[config.mk]
export PLATFORM = sky130hd
export DESIGN_NAME = rr_mux8_arbiter
export DESIGN_NICKNAME = d
export VERILOG_FILES = /design/src/rtl/rr_mux8_arbiter.sv
export SDC_FILE = /design/constraint.sdc
export NUM_CORES = 1
export LEC_CHECK = 0
export ABC_CLOCK_PERIOD_IN_PS = 3600
export CAP_MARGIN = 30
export CORE_MARGIN = 2
export CORE_UTILIZATION = 55
export DETAILED_ROUTE_END_ITERATION = 10
export PLACE_DENSITY = 0.83
export SETUP_SLACK_MARGIN = 0.15
export SLEW_MARGIN = 20
export SYNTH_ARGS = -nofsm -noshare
export SYNTH_HDL_FRONTEND = slang
export SYNTH_SLANG_ARGS = --single-unit
export TNS_END_PERCENT = 30
[constraint.sdc]
create_clock -name clk -period 3.6 [get_ports clk]
set_input_delay 0.72 -clock clk [delete_from_list [all_inputs] [get_ports clk]]
set_output_delay 0.72 -clock clk [all_outputs]
set_load 0.01 [all_outputs]
[src/rtl/rr_mux8_arbiter.sv]
// Round-robin arbiter and select sequencer for an 8-to-1 mux datapath.
// Grants one requester for up to MAX_BURST cycles, then rotates priority past it.
`timescale 1ns/1ps

// state | meaning
// IDLE  | no grant; next edge searches req from ptr upward (wrapping 7->0)
// GRANT | requester sel owns the mux; cnt counts held cycles after the first
module rr_mux8_arbiter #(
  parameter int W         = 1,
  parameter int MAX_BURST = 4
) (
  input  logic           clk,
  input  logic           rst_n,
  input  logic [7:0]     req,
  input  logic [8*W-1:0] d,
  output logic [7:0]     gnt,
  output logic [2:0]     sel,
  output logic           valid,
  output logic [W-1:0]   y
);

  typedef enum logic {
    IDLE  = 1'b0,
    GRANT = 1'b1
  } state_t;

  localparam logic [3:0] CNT_LAST = 4'(MAX_BURST - 1);

  state_t     state_q, state_d;
  logic [2:0] ptr_q, ptr_d;
  logic [3:0] cnt_q, cnt_d;
  logic [7:0] gnt_q, gnt_d;
  logic [2:0] sel_q, sel_d;
  logic       valid_q, valid_d;

  logic       win_found;
  logic [2:0] win_idx;
  logic [2:0] cand;

  // Walk offsets from the far end down so the smallest offset from ptr wins.
  always_comb begin
    win_found = 1'b0;
    win_idx   = ptr_q;
    cand      = '0;
    for (int k = 7; k >= 0; k--) begin
      cand = ptr_q + 3'(k);
      if (req[cand]) begin
        win_found = 1'b1;
        win_idx   = cand;
      end
    end
  end

  always_comb begin
    state_d = state_q;
    ptr_d   = ptr_q;
    cnt_d   = cnt_q;
    gnt_d   = gnt_q;
    sel_d   = sel_q;
    valid_d = valid_q;
    unique case (state_q)
      IDLE: begin
        if (win_found) begin
          state_d = GRANT;
          gnt_d   = 8'b1 << win_idx;
          sel_d   = win_idx;
          valid_d = 1'b1;
          cnt_d   = '0;
        end
      end
      GRANT: begin
        if (!req[sel_q] || (cnt_q == CNT_LAST)) begin
          // sel is left at the last owner; only the pointer advances.
          state_d = IDLE;
          gnt_d   = '0;
          valid_d = 1'b0;
          ptr_d   = sel_q + 3'd1;
          cnt_d   = '0;
        end else begin
          cnt_d = cnt_q + 4'd1;
        end
      end
      default: begin
        state_d = IDLE;
      end
    endcase
  end

  always_ff @(posedge clk) begin
    if (!rst_n) begin
      state_q <= IDLE;
      ptr_q   <= '0;
      cnt_q   <= '0;
      gnt_q   <= '0;
      sel_q   <= '0;
      valid_q <= 1'b0;
    end else begin
      state_q <= state_d;
      ptr_q   <= ptr_d;
      cnt_q   <= cnt_d;
      gnt_q   <= gnt_d;
      sel_q   <= sel_d;
      valid_q <= valid_d;
    end
  end

  // Data path is unregistered so y follows d within the cycle.
  always_comb begin
    y = '0;
    if (valid_q) y = d[sel_q*W +: W];
  end

  assign gnt   = gnt_q;
  assign sel   = sel_q;
  assign valid = valid_q;

endmodule

==> reports/results.ini <==
[grt]
antenna_found_initial = 0
overflow = 0
grt_pass1_vias = 1785
grt_first_pass_wirelength_mm = 8.611
grt_start_max_net_pins = 22
grt_usage_pct = 25.76

[pwr]
power_leakage_nw = 0.8909
vdd_drop_max_v = 0.0004491
power.density_mw_per_mm2 = 624.6

[critical_path]
crit_arrival_ns = 3.52
crit_path_end = gnt[7]$_SDFFE_PN0P_
crit_slowest_cell = clkdlybuf4s50_1
crit_chain = clkdlybuf4s50_1, mux4_2, a22o_1, a211o_1, a221o_1, a221oi_2, nand3_2, o32ai_1
reg2reg_slack_ns = 0.34
path_class = input pin to flop
r2r_cells = 9
r2r-start = ptr_q[0]$_SDFFE_PN0P_
critPathLaunchType = input pin
cp-end-kind = flop
slowest_delay_ns = 0.55
crit_fanout = 9
timing.rr.end = gnt[7]$_SDFFE_PN0P_
cp.required_ns = 3.76
startpoint = req[1]

[floorplanning]
die-width_microns = 64.67
num_rows = 22
die_area_sq_mm = 0.004182
core_sq_mm = 0.003606
start_util_pct = 56.14
die_h_microns = 64.67
pin_count = 31

[yosys]
synthArstFlopShare_pct = 0
ys.flop_type = dfxtp_1
synth_area_leader_cell = dfxtp_1
seq_area_frac_synth_pct = 19.78
synthCells = 229
synth.most_common_cell = nor2_1
synth_top_area_share_pct = 19.78
syn_avg_cell_area_sq_um = 8.840
ys_seq_elements = 20
yosysUniqueCellTypes = 53
ys_warn_count = 0
synth_area_sq_mm = 0.002024
synth_commonest_cells = 26 x nor2_1, 21 x mux2i_1, 20 x dfxtp_1
synthTopCellsByArea = dfxtp_1 20%, mux4_2 12%, mux2i_1 10%, mux4_1 5.2%, nor2_1 4.8%
synthesis.nets = 251
synth_edf_count = 0

[place]
gp_congestion = 0.8858
io_buffers = 30
dpl.hpwl_mm = 3.864
postPlaceCellArea_sq_mm = 0.002420

[detailed_routing]
vias = 1919
routedWlPerCell_microns = 16.78
drt_iter0_drc = 146
detail-route-antenna-nets = 0
viasPerCell = 6.210
drcViolationCount = 0
routed_wl_mm = 5.186
dr.pass1.iters = 4

[cts]
cts_made_buffers = 3
ctsHtreeMaxLevel = 1
cts_root_buffer = clkbuf_8
cts_hold_buf = 0
cts_resized = 0
cts.sinks = 20
tritoncts = yes
clockBufferDepth = 2
insertion_delay_ns = 0.26
clk_pin_slew_ns = 0.07
cts_setup_buffers = 0

[finish]
drive_gt1_share_pct = 17.24
antenna_cells = 0
syn_to_final_growth_pct = 21.69
design_area_sq_mm = 0.002464
nets = 285
fill_cells = 288

[sta]
worst_slew_pin_slew_ns = 0.6390
period_needed_ns = 3.358
min_period_over_period_pct = 93.28
grt_setup_unrepaired = no
setup_tns_ns = 0
hold_viol = 0
whs_ns = 0.4653
fmax_mhz = 297.8
relSlewSlack_pct = 57.12
finalSetupViolCount = 0
finClkSkew_ns = 0.001670
drv_slew = 0

[hold_path]
hp-class = flop to flop

[job]
maxCapViolations = 0

[run_status]
outcome = completed

[final cells by class]
cell class              count  area, sq um  area share, %
multi-input cells         177         1489          60.44
repair buffers             45        412.9          16.76
flip-flops and latches     20        400.4          16.25
inverters                  16        60.06          2.438
well taps                  48        60.06          2.438
clock buffers               3        41.29          1.676
[per-stage QoR]
stage          std cells  util, %  power [mW]  setup slack (ns)
5_1_grt              309    68.32       1.641            0.1581
4_1_cts              309    68.25       1.527            0.2730
6_report             309    68.32       1.539            0.2418
3_3_place_gp         306    67.11       1.348            0.1138
3_5_place_dp         306    67.11       1.375          0.001980
2_1_floorplan        229        -       1.080            0.2778
[where the power goes]
part | internal (mW) | switching, mW
combinational | 0.505 | 0.562
clock | 0.0746 | 0.0733
sequential | 0.266 | 0.0578
total | 0.846 | 0.693
[cells in the final DEF, fill, tap and decap left out, types with 2 or more instances in the layout]
master           netlist  layout
clkdlybuf4s50_1        0      30
nor2_1                26      26
mux2i_1               21      21
dfxtp_1               20      20
buf_4                  1      15
inv_1                 14      14
a21oi_1               13      13
nand2_1               12      12
mux4_2                11      11
nor3_1                 9       9
mux2_2                 8       8
o32ai_1                8       8
o21ai_0                6       6
nand3_1                5       5
nand2b_1               4       4
a211oi_1               4       4
mux4_1                 4       4
a221oi_1               3       3
or3_1                  3       3
and3_1                 3       3
ha_1                   4       3
clkbuf_8               0       3
xnor2_1                2       2
o211ai_1               2       2
a311oi_1               2       2
a22oi_1                2       2
nand3b_1               2       2
[metal layers]
metal  vias to the layer above  share of wire (%)  GRT usage (%)  routed length (microns)
met5                         -                  0              0                        0
met2                        56                 51          44.79                     2636
met3                         2                4.5          2.778                      235
met1                       921                 44          35.43                     2300
li1                        940                  -              -                        -
met4                         0               0.25          3.723                       13
[flip-flops by register name, summed over array words and instances, names as in the netlist]
| name | count |
|---|---|
| gnt | 8 |
| cnt_q | 4 |
| ptr_q | 3 |
| sel | 3 |
| state_q | 1 |
| valid | 1 |
[how the worst min path moves through the flow]
stage                             to                  start  depth (start not counted)
6_report         gnt[1]$_SDFFE_PN0P_    gnt[1]$_SDFFE_PN0P_                          2
5_1_grt          gnt[2]$_SDFFE_PN0P_    gnt[2]$_SDFFE_PN0P_                          2
4_1_cts          gnt[2]$_SDFFE_PN0P_    gnt[2]$_SDFFE_PN0P_                          2
3_5_place_dp     gnt[2]$_SDFFE_PN0P_    gnt[2]$_SDFFE_PN0P_                          2
3_3_place_gp     gnt[2]$_SDFFE_PN0P_    gnt[2]$_SDFFE_PN0P_                          2
2_1_floorplan  cnt_q[1]$_SDFFE_PN0P_  cnt_q[1]$_SDFFE_PN0P_                          2
[cell families after synthesis]
group                      synth area share (%)
and+or+nand+nor                           17.12
adders and majority gates                 2.472
xor gates and xnor gates                  2.102
buffers and inverters                     6.798
AOI/OAI and AO/OA                         19.47
muxes                                     32.26
DFF                                       19.78
[critical path: cells and delay by family]
kind / cells / cell delay [ns]
AOI/OAI and AO/OA: 5 / 1.52
buffers and inverters: 1 / 0.55
muxes: 1 / 0.54
and+or+nand+nor: 1 / 0.18
Power figures use the tool's default switching activity.
